**config.mk**
```make
export PLATFORM = sky130hd
export DESIGN_NAME = mem_cmd_queue
export DESIGN_NICKNAME = d
export VERILOG_FILES = /design/src/rtl/mem_cmd_queue.sv
export SDC_FILE = /design/constraint.sdc
export NUM_CORES = 1
export LEC_CHECK = 0
export ABC_AREA = 1
export CAP_MARGIN = 10
export CORE_ASPECT_RATIO = 0.9
export CORE_MARGIN = 1.5
export CORE_UTILIZATION = 25
export DETAILED_ROUTE_END_ITERATION = 10
export PLACE_DENSITY = 0.41
export SKIP_CTS_REPAIR_TIMING = 1
export SYNTH_ARGS = -nofsm -noshare
export SYNTH_HDL_FRONTEND = slang
export SYNTH_SLANG_ARGS = --single-unit
```
**constraint.sdc**
```tcl
create_clock -name clock -period 16.2 [get_ports clock]
set_input_delay 3.24 -clock clock [delete_from_list [all_inputs] [get_ports clock]]
set_output_delay 3.24 -clock clock [all_outputs]
set_load 0.05 [all_outputs]
```
**src/rtl/mem_cmd_queue.sv**
```systemverilog
// mem_cmd_queue: FIFO of memory commands, decoded into class flags at enqueue,
// with prefetch dropping under pressure, illegal-command rejection and an ingress barrier.
module mem_cmd_queue #(
   parameter int DEPTH          = 4,
   parameter int ADDR_W         = 40,
   parameter int DATA_W         = 64,
   parameter int TAG_W          = 8,
   parameter int PF_DROP_THRESH = 1,
   parameter int BARRIER_EN     = 1
) (
   input  logic                         clock,
   input  logic                         reset,
   input  logic                         req_valid,
   output logic                         req_ready,
   input  logic [4:0]                   req_cmd,
   input  logic [ADDR_W-1:0]            req_addr,
   input  logic [DATA_W-1:0]            req_data,
   input  logic [TAG_W-1:0]             req_tag,
   output logic                         out_valid,
   input  logic                         out_ready,
   output logic [4:0]                   out_cmd,
   output logic [ADDR_W-1:0]            out_addr,
   output logic [DATA_W-1:0]            out_data,
   output logic [TAG_W-1:0]             out_tag,
   output logic                         out_is_read,
   output logic                         out_is_write,
   output logic                         out_is_amo,
   output logic                         out_is_prefetch,
   output logic                         out_is_write_intent,
   output logic [$clog2(DEPTH+1)-1:0]   count,
   output logic                         pf_dropped,
   output logic                         illegal_cmd,
   output logic [TAG_W-1:0]             illegal_tag
);
   localparam int PW = $clog2(DEPTH);
   localparam int CW = $clog2(DEPTH+1);

   logic [4:0]        cmd_q  [DEPTH];
   logic [ADDR_W-1:0] addr_q [DEPTH];
   logic [DATA_W-1:0] data_q [DEPTH];
   logic [TAG_W-1:0]  tag_q  [DEPTH];
   logic [4:0]        flg_q  [DEPTH];
   logic [PW-1:0]     head_q, head_d, tail_q, tail_d;
   logic [CW-1:0]     cnt_q, cnt_d, free;
   logic              bar_q, bar_d, pf_q, pf_d, ill_q, ill_d;
   logic [TAG_W-1:0]  itag_q, itag_d;
   logic              acc, enq, deq, drop, head_bar;
   logic              is_amo, is_pf, is_rd, is_wr, is_wi, is_ill, is_bar;

   always_comb begin
      is_amo    = req_cmd == 5'b00100 || req_cmd[4:3] == 2'b01;
      is_pf     = req_cmd[4:1] == 4'b0001;
      is_rd     = req_cmd == 5'b00000 || req_cmd[4:1] == 4'b0011 || is_amo;
      is_wr     = req_cmd == 5'b00001 || req_cmd == 5'b10001 || req_cmd == 5'b00111 || is_amo;
      is_wi     = is_wr || req_cmd == 5'b00011 || req_cmd == 5'b00110;
      is_ill    = req_cmd == 5'b10101 || req_cmd == 5'b10110 || req_cmd[4:3] == 2'b11;
      is_bar    = req_cmd == 5'b00101 || req_cmd == 5'b10100;
      free      = CW'(DEPTH) - cnt_q;
      drop      = is_pf && PF_DROP_THRESH > 0 && int'(free) <= PF_DROP_THRESH;
      // ready comes from registered state only, so a pop never opens ingress in the same cycle
      req_ready = cnt_q < CW'(DEPTH) && !(BARRIER_EN != 0 && bar_q);
      out_valid = cnt_q != '0;
      acc       = req_valid && req_ready;
      enq       = acc && !is_ill && !drop;
      deq       = out_valid && out_ready;
      head_bar  = out_cmd == 5'b00101 || out_cmd == 5'b10100;
      head_d    = deq ? head_q + PW'(1) : head_q;
      tail_d    = enq ? tail_q + PW'(1) : tail_q;
      cnt_d     = cnt_q + CW'(enq) - CW'(deq);
      bar_d     = BARRIER_EN != 0 && (enq && is_bar ? 1'b1 : deq && head_bar ? 1'b0 : bar_q);
      pf_d      = acc && drop;
      ill_d     = acc && is_ill;
      itag_d    = acc && is_ill ? req_tag : itag_q;
   end

   always_ff @(posedge clock) begin
      if (reset) begin
         head_q <= '0;
         tail_q <= '0;
         cnt_q  <= '0;
         bar_q  <= 1'b0;
         pf_q   <= 1'b0;
         ill_q  <= 1'b0;
         itag_q <= '0;
      end else begin
         head_q <= head_d;
         tail_q <= tail_d;
         cnt_q  <= cnt_d;
         bar_q  <= bar_d;
         pf_q   <= pf_d;
         ill_q  <= ill_d;
         itag_q <= itag_d;
      end
   end

   always_ff @(posedge clock) begin
      if (enq) begin
         cmd_q[tail_q]  <= req_cmd;
         addr_q[tail_q] <= req_addr;
         data_q[tail_q] <= req_data;
         tag_q[tail_q]  <= req_tag;
         flg_q[tail_q]  <= {is_rd, is_wr, is_amo, is_pf, is_wi};
      end
   end

   assign out_cmd  = cmd_q[head_q];
   assign out_addr = addr_q[head_q];
   assign out_data = data_q[head_q];
   assign out_tag  = tag_q[head_q];
   assign {out_is_read, out_is_write, out_is_amo, out_is_prefetch, out_is_write_intent} = flg_q[head_q];
   assign count       = cnt_q;
   assign pf_dropped  = pf_q;
   assign illegal_cmd = ill_q;
   assign illegal_tag = itag_q;
endmodule

```
==> results of run 1 <==
-- power by group through the flow --
stage,sequential [uW],combinational (uW),clock (uW)
floorplan,1650,951,0
global placement,1620,1520,0
detailed placement,1620,1520,0
CTS,1600,1520,1350
global route,1610,1590,1390
finish,1600,1490,1300
-- worst max-delay path, delay by kind of cell (launching register included) --
kind,cells,cell delay (ns)
compound gates,2,0.67
buf+inv,3,2.39
flops,1,0.55
-- cells in the mapped netlist, types with 4 or more instances --
cell type  number
nand3_1        19
inv_1          34
dfxtp_1        20
buf_2          19
o22ai_1       117
o21ai_0       237
ha_1           11
nand2_1        69
nor2_1        258
nor2_2          9
clkbuf_1       56
a21oi_1         8
buf_4           4
edfxtp_1      488
-- layer usage --
metal,vias to the layer above,share of wire,track usage
met2,243,0.47,0.2148
met5,-,0.0022,0
met4,18,0.020,0.03511
met3,84,0.060,0.03437
met1,5860,0.44,0.1693
li1,5570,-,-
-- cell families (layout without fill, tap and decap cells) --
logic type | count (synthesis) | in the layout | share of synthesized area
flops | 508 | 508 | 0.7851
simple gates | 364 | 364 | 0.07660
compound gates | 363 | 363 | 0.1025
buf+inv | 121 | 419 | 0.02669
fa+ha+maj | 12 | 12 | 0.008221
xor+xnor | 2 | 2 | 0.0009136
other cells | 0 | 1 | 0
-- worst paths after layout --
kind,from,depth (start not counted),endpoint
min reg2reg,head_q[0]$_SDFFE_PP0P_,1,head_q[0]$_SDFFE_PP0P_
min,head_q[0]$_SDFFE_PP0P_,1,head_q[0]$_SDFFE_PP0P_
max,flop,5,out_data[24]
max reg2reg,count[0]$_SDFF_PP0_,11,data_q[0][57]$_DFFE_PP_
-- registers in the layout, summed over array words and instances (netlist names), 3 cells and up, named ones only --
signal	count
data_q	256
addr_q	160
tag_q	32
cmd_q	20
flg_q	20
illegal_tag	8
count	3
-- per-stage QoR --
step                      worst slack [ns]    util
after floorplan                      6.751       -
after global placement               9.136  0.3003
after detailed placement             9.133  0.3003
after CTS                            8.475  0.3253
after global routing                 8.383  0.3253
final                                8.743  0.3253
-- cell type report --
class	instances	area share
Multi-Input combinational cell	741	0.1472
Clock buffer	65	0.06061
Inverter	38	0.006172
Clock inverter	43	0.01604
Sequential cell	508	0.6090
Timing Repair Buffer	273	0.1089
Tap cell	1029	0.05206
Antenna cell	1	0.0001012
==> results.md, run 1 <==
- Pwr per Cell Area: 177.2 mW/mm^2
- Post-Syn Area: 0.01918 sq mm
- Setup TNS: 0 ns
- Library cells used by synthesis: 31
- Clk root buf: clkbuf_16
- Area of the multi-input gates: 0.003640 sq mm
- Final hold vios: 0
- Mapped Cells: 1,370
- Mapped Avg Cell Area: 14.00 sq um
- EDFF count, synth: 488
- RSZ-0062 raised after global routing: no
- Slowest stage delay, CP: 0.91 ns
- Slowest CP cell: clkdlybuf4s50_1
- Min cycle time layout: 7.457 ns
- Commonest non-fill, non-tap cell in the layout: edfxtp_1
- GRT overflow: 0
- Worst-Margin Slew: 1.141 ns
- Rel. slew slack: 0.2392
- Non-filler cells, final: 2,698
- Total power: 4382 uW
- Critical path endpoint category: output pin
- Status: finished, final reports clean
- DRT Wirelength: 51.91 mm
- Setup Crit Path Kind: reg2out
- CTS Sinks: 508
- Setup Skew: 0.01603 ns
- Startpoint Class: flop
- Final setup vio count: 0
- Fillcell total: 7,528
- Core area: 0.07603 sq mm
- Worst-path clk slew: 0.06 ns
- Sequential Power Share: 0.364
- Finished Cell Area: 0.02473 sq mm
- Max cap viols: 0
- Vias in the first global route: 11,980
- Internal power: 2754 uW
- Drt first pass iters: 4
- Antenna Violating Nets Remaining: 0
- Most frequent cells in the layout: 488 x edfxtp_1, 257 x clkdlybuf4s50_1, 254 x nor2_1, 237 x o21ai_0, 117 x o22ai_1
- Input/output buffers: 257
- CTS tree: built
- Sequential cell area: 0.01506 sq mm
- Fmax: 134.1 MHz
- Starting DRT DRC Count: 516
- Seq cells post-synth: 508
- Nets@finish: 1,752
- DR vias: 11,780
- Clk buf depth: 3
- Clk pwr share: 0.296
- Ys Warns: 0
- Post-placement cell count: 2,589
- Die height: 265.7 um
- Hpwl dp: 27.92 mm
- Die ar.: 0.07838 sq mm
- Sw frac: 0.3717
- Main synth FF type: edfxtp_1
- # rows: 96
- Top cell type's share of synthesized area: 0.7642
- Leakage: 0.008121 uW
- Gr usage total: 0.1305
- Largest net degree at the start of global routing: 145
- Global-route wire length before repair: 76.36 mm
- Area leader, netlist: edfxtp_1
- Initial antenna violation count: 10
- Clk_lat worst skew: 0.60 ns
- Combinational fraction of design power: 0.340
- DRC Markers: 0
- Count of final max-slew check failures: 0
- Io pins: 258
- Syn-to-layout area delta: 28.98%
- Placed Instance Area: 0.02283 sq mm
- Post-route clock period utilization: 0.4603
- Initial core utilization: 0.2522
- Cell Chain, Critical Path: inv_4 -> buf_4 -> o21ai_0 -> o22ai_1 -> clkdlybuf4s50_1
- Worst vdd ir: 0.09810 mV
- Psw: 1629 uW
- Die Wd: 294.9 um
- Hold WS: 0.4760 ns
- Synth top area cells: edfxtp_1 76%, o21ai_0 6.2%, nor2_1 5.1%
- Seq/Total Area, Yosys: 0.7851
- WP data required: 12.96 ns
- Hold WC Path Type: reg2reg
- Drt via density: 4.364
- Crit path max fanout: 71
- H-tree depth: 2
- Num CTS Buffers: 57
- Reg2reg setup slack: 12.47 ns
- Synthesized Nets: 1,503
- Fraction of registers with async set/reset: 0
- Share of cells above drive strength 1: 0.07554
- GP Congestion: 0.7019
- Crit path DAT: 4.22 ns
- Post-DR wirelength/cell: 19.24 um
(Power assumes the default switching activity.)
==> run 2: changes to the inputs <==
- PLACE_DENSITY: 0.41 -> 0.42
- clock period: 16.2 -> 6 ns (I/O delays scaled with it)
==> run 2 against run 1 <==
  * Routed wire length down 3.4%
  * Design area about the same
  * Via count up 0.27%
  * Combinational power rose to 2.7 times the previous value
  * Final cell count about the same
  * Die area unchanged
  * Power rose to 2.6 times the previous value
  * Clock skew up 0.0033 ns
  * Setup slack worse by 7.5 ns
==> results.md, run 2 (same netlist as run 1, synthesis figures left out) <==
- Setup TNS: 0 ns (unchanged)
- Crit path buffers/inverters: 3 (unchanged)
- Rel. slew slack: 0.2808 (+0.04160)
- Fillcell total: 7,500 (-0.37%)
- Count of final max-slew check failures: 0 (unchanged)
- Share of cells above drive strength 1: 0.07083 (-0.004711)
- Placed Instance Area: 0.02299 sq mm (+0.69%)
- Crit path max fanout: 139 (+96%)
- Hpwl dp: 28.01 mm (+0.34%)
- Num CTS Buffers: 56 (-1.8%)
- Finished Cell Area: 0.02474 sq mm (about the same)
- Setup Skew: 0.01932 ns (+0.003291 ns)
- Startpoint Class: flop
- Clk_lat worst skew: 0.61 ns (about the same)
- Max reg flops: 256 (unchanged)
- Nets@finish: 1,754 (+0.11%)
- Final Util: 0.3254 (about the same)
- CTS Sinks: 508 (unchanged)
- Total power: 11,610 uW (+160%)
- Worst vdd ir: 0.3453 mV (+250%)
- Slowest stage delay, CP: 0.84 ns (-0.07 ns)
- DR vias: 11,810 (+0.27%)
- DRT Wirelength: 50.15 mm (-3.4%)
- Leakage: 0.008110 uW (-0.14%)
- Core area: 0.07603 sq mm (unchanged)
- RSZ-0062 raised after global routing: no
- Reg with most FFs: data_q
- GP Congestion: 0.7245 (+3.2%)
- Drt via density: 4.379 (+0.35%)
- Final setup vio count: 0 (unchanged)
- Die Wd: 294.9 um (unchanged)
- Post-DR wirelength/cell: 18.60 um (-3.3%)
- DRC Markers: 0 (unchanged)
- Die ar.: 0.07838 sq mm (unchanged)
- Crit path DAT: 3.56 ns (-0.66 ns)
- GRT overflow: 0 (unchanged)
- Starting DRT DRC Count: 553 (+7.2%)
- Slowest CP cell: clkdlybuf4s50_1
- Biggest regs: data_q: 256 flops, addr_q: 160 flops, tag_q: 32 flops
- Max cap viols: 0 (unchanged)
- Worst-path clk slew: 0.06 ns (about the same)
- Input/output buffers: 257 (unchanged)
- Clk buf depth: 3 (unchanged)
- Dpl ws: 1.774 ns (-7.359 ns)
- Largest net degree at the start of global routing: 140 (-3.4%)
- Critical path endpoint category: output pin
- Global-route wire length before repair: 74.71 mm (-2.2%)
- Syn-to-layout area delta: 29.02% (about the same)
- Worst-Margin Slew: 1.079 ns (-0.06241 ns)
- CTS tree: built
- Hold WC Path Type: reg2reg
- Top delay family on crit path: buffers and inverters
- WP data required: 4.80 ns (-8.16 ns)
- Initial antenna violation count: 7 (-3)
- Cell Chain, Critical Path: inv_6 -> buf_4 -> o21ai_0 -> o22ai_1 -> clkdlybuf4s50_1
- Vias in the first global route: 11,930 (-0.49%)
- Pwr per Cell Area: 469.1 mW/mm^2 (+160%)
- Fmax: 210.3 MHz
- # rows: 96 (unchanged)
- Setup Crit Path Kind: reg2out
- Drt first pass iters: 4 (unchanged)
- Commonest non-fill, non-tap cell in the layout: edfxtp_1
- Io pins: 258 (unchanged)
- Gr usage total: 0.1258 (-0.004682)
- Setup ws final: 1.245 ns (-7.499 ns)
- H-tree depth: 2 (unchanged)
- Initial core utilization: 0.2522 (unchanged)
- Clk root buf: clkbuf_16
- Final hold vios: 0 (unchanged)
- Min cycle time layout: 4.755 ns
- Antenna Violating Nets Remaining: 0 (unchanged)
- Most frequent cells in the layout: 488 x edfxtp_1, 257 x clkdlybuf4s50_1, 254 x nor2_1, 237 x o21ai_0, 117 x o22ai_1
- Status: finished, final reports clean
- Die height: 265.7 um (unchanged)
- Post-route clock period utilization: 0.7925
[run 2: cell count changes in the layout (fill, tap and decap cells not counted), sizes merged]
cell / previous run / this run
buf: 16 / 19
bufinv: 7 / 3
clkbuf: 65 / 75
clkinv: 29 / 23
clkinvlp: 6 / 1
[run 2: routing by layer]
| metal | global-route usage | up-vias | part of all wire |
|---|---|---|---|
| li1 | - | 5573 | - |
| met1 | 0.1622 | 5885 | 0.44 |
| met2 | 0.2053 | 242 | 0.47 |
| met3 | 0.03437 | 93 | 0.062 |
| met4 | 0.03845 | 14 | 0.024 |
| met5 | 0 | - | 0.0017 |
[run 2: final timing paths]
kind	from	end	slack, ns	cells after the start
setup reg to reg	count[0]$_SDFF_PP0_	tag_q[1][1]$_DFFE_PP_	2.89	11
hold reg to reg	head_q[0]$_SDFFE_PP0P_	flop	0.48	1
hold / removal	head_q[0]$_SDFFE_PP0P_	flop	0.48	1
setup / recovery	flop	out_data[45]	1.24	5
[run 2: cell type report]
class | instances | area, sq um | share of cell area
multi-input cells | 741 | 3640 | 0.1471
well taps | 1029 | 1287 | 0.05204
clock buffers | 75 | 1534 | 0.06200
repair buffers | 276 | 2853 | 0.1153
inverters | 38 | 150.1 | 0.006069
flip-flops and latches | 508 | 15060 | 0.6088
diodes | 1 | 2.502 | 0.0001011
clock inverters | 28 | 211.5 | 0.008547
[run 2: where the power goes]
group          total [uW]  switching (uW)  internal [uW]
Clock                3280            1370           1910
Sequential           4310            94.6           4210
Combinational        4020            2860           1160
[run 2: metrics by stage]
stage          cells  hold WS (ns)
6_report        2696        0.4806
3_5_place_dp    2592        0.4664
5_1_grt         2695        0.5133
2_1_floorplan   1370        0.4393
4_1_cts         2695        0.4871
3_3_place_gp    2592        0.4596
==> run 3: changes to the inputs <==
- clock period: 6 -> 4.04 ns (I/O delays scaled with it)
==> run 3 against run 2 <==
  * Sequential power rose by 48%
  * Setup slack got worse by 1.1 ns
  * Power rose by 51%
  * Sequential cell count did not move
  * Combinational power rose by 49%
  * Final cell count rose by 0.22%
  * Utilization barely moved
  * Routed wire length rose by 0.23%
  * Count of clock-buffer cells in the layout fell by 5
  * Design area rose by 0.13%
  * Global-route usage rose by 0.12 points
==> results.md, run 3 (same netlist as run 1, synthesis figures left out) <==
- Leakage: 0.008257 uW (+1.8%)
- Setup Skew: 0.01579 ns (-0.003530 ns)
- DRC Markers: 0 (unchanged)
- Pwr per Cell Area: 708.1 mW/mm^2 (+51%)
- Drt via density: 4.313 (-1.5%)
- Hpwl dp: 26.76 mm (-4.5%)
- Global-route wire length before repair: 75.40 mm (+0.91%)
- DRT Wirelength: 50.27 mm (+0.23%)
- Crit path DAT: 3.04 ns (-0.52 ns)
- Setup TNS: 0 ns (unchanged)
- CTS tree: built
- Drt first pass iters: 4 (unchanged)
- Min cycle time layout: 3.848 ns
- Initial antenna violation count: 2 (-5)
- H-tree depth: 2 (unchanged)
- Fmax: 259.8 MHz
- Commonest non-fill, non-tap cell in the layout: edfxtp_1
- Max cap viols: 0 (unchanged)
- Area of the multi-input gates: 0.003642 sq mm (about the same)
- Crit path max fanout: 153 (+10%)
- Clk pwr share: 0.296 (+0.014)
- Startpoint Class: flop
- Antenna Violating Nets Remaining: 0 (unchanged)
- Io pins: 258 (unchanged)
- CTS Sinks: 508 (unchanged)
- Biggest regs: data_q: 256 flops, addr_q: 160 flops, tag_q: 32 flops
- GP Congestion: 0.7187 (-0.80%)
- Critical path endpoint category: output pin
- Share of cells above drive strength 1: 0.1197 (+0.04886)
- Die Wd: 294.9 um (unchanged)
- Syn-to-layout area delta: 29.19%
- Most frequent cells in the layout: 488 x edfxtp_1, 254 x nor2_1, 237 x o21ai_0, 182 x clkdlybuf4s50_1, 117 x o22ai_1
- Post-DR wirelength/cell: 18.60 um (about the same)
- Sequential cell area: 0.01507 sq mm (about the same)
- Status: finished, final reports clean
- Initial core utilization: 0.2522 (unchanged)
- Num CTS Buffers: 56 (unchanged)
- Internal power: 11,040 uW (+52%)
- Input/output buffers: 257 (unchanged)
- Worst-path clk slew: 0.06 ns (about the same)
- DR vias: 11,660 (-1.3%)
- Nets@finish: 1,756 (+0.11%)
- Reg with most FFs: data_q
- Total power: 17,540 uW (+51%)
- Clk buf depth: 3 (unchanged)
- Rel. slew slack: 0.4943 (+0.2135)
- Gr usage total: 0.1270 (+0.001242)
- Setup Crit Path Kind: reg2out
- Core area: 0.07603 sq mm (unchanged)
- Max reg flops: 256 (unchanged)
- GRT overflow: 0 (unchanged)
- Die ar.: 0.07838 sq mm (unchanged)
- Post-route clock period utilization: 0.9526
- Worst-Margin Slew: 0.7586 ns (-0.3202 ns)
- Vias in the first global route: 11,770 (-1.3%)
- Hold WC Path Type: reg2reg
- Combinational fraction of design power: 0.341 (-0.005)
- Sw frac: 0.3709 (-0.001707)
- Final hold vios: 0 (unchanged)
- Clk_lat worst skew: 0.61 ns (about the same)
- Count of final max-slew check failures: 0 (unchanged)
- Sequential Power Share: 0.363 (-0.008)
- Psw: 6506 uW (+50%)
- Starting DRT DRC Count: 589 (+6.5%)
- Clk root buf: clkbuf_16
- Hold WS: 0.4745 ns (-0.006053 ns)
- Die height: 265.7 um (unchanged)
- # rows: 96 (unchanged)
- WP data required: 3.23 ns (-1.57 ns)
- Final setup vio count: 0 (unchanged)
- Fillcell total: 7,526 (+0.35%)
- Largest net degree at the start of global routing: 154 (+10%)
- Worst vdd ir: 0.3389 mV (-1.9%)
- RSZ-0062 raised after global routing: no
==> run 3: area by class of cell <==
cell class	count	area share
well taps	1029	0.05197
inverters	38	0.006061
diodes	2	0.0002020
clock buffers	70	0.06041
repair buffers	278	0.1107
clock inverters	36	0.01530
flip-flops and latches	508	0.6083
multi-input cells	741	0.1470
==> run 3: critical path, stage by stage, from the launching register on <==
cell and delay, ns:
dfxtp_4 0.38, buf_12 0.52, buf_4 0.60, o21ai_0 0.18, o22ai_1 0.40, buf_12 0.20
==> run 3: path summary, 6_finish.rpt <==
kind	start	to	slack (ns)	depth (start not counted)
worst min register to register	head_q[0]$_SDFFE_PP0P_	flop	0.47	1
worst min-delay path	head_q[0]$_SDFFE_PP0P_	flop	0.47	1
worst max register to register	count[1]$_SDFF_PP0_	count[2]$_SDFF_PP0_	1.22	15
worst max-delay path	flop	out_data[25]	0.19	5
==> run 3: power by group through the flow <==
stage | combinational, uW | clock (uW) | sequential (uW)
floorplan | 3830 | 0 | 6540
global placement | 6090 | 0 | 6470
detailed placement | 6080 | 0 | 6480
CTS | 6100 | 5390 | 6370
global route | 6390 | 5560 | 6400
finish | 5980 | 5200 | 6360
==> run 3: layer usage <==
metal	global-route usage	up-vias	wire (um)
met5	0	-	25
met4	0.03274	4	941
met3	0.03253	69	3017
met2	0.2102	219	23910
met1	0.1651	5776	22370
li1	-	5587	-
==> run 3: through the flow <==
step,instances,setup WS [ns],instance area [sq um],utilization
6_report,2702,0.1916,24770,0.3258
5_1_grt,2700,0.02186,24770,0.3257
4_1_cts,2700,0.1617,24770,0.3257
3_5_place_dp,2594,0.5325,22890,0.3011
3_3_place_gp,2594,0.5795,22890,0.3011
2_1_floorplan,1370,0.006538,19220,-
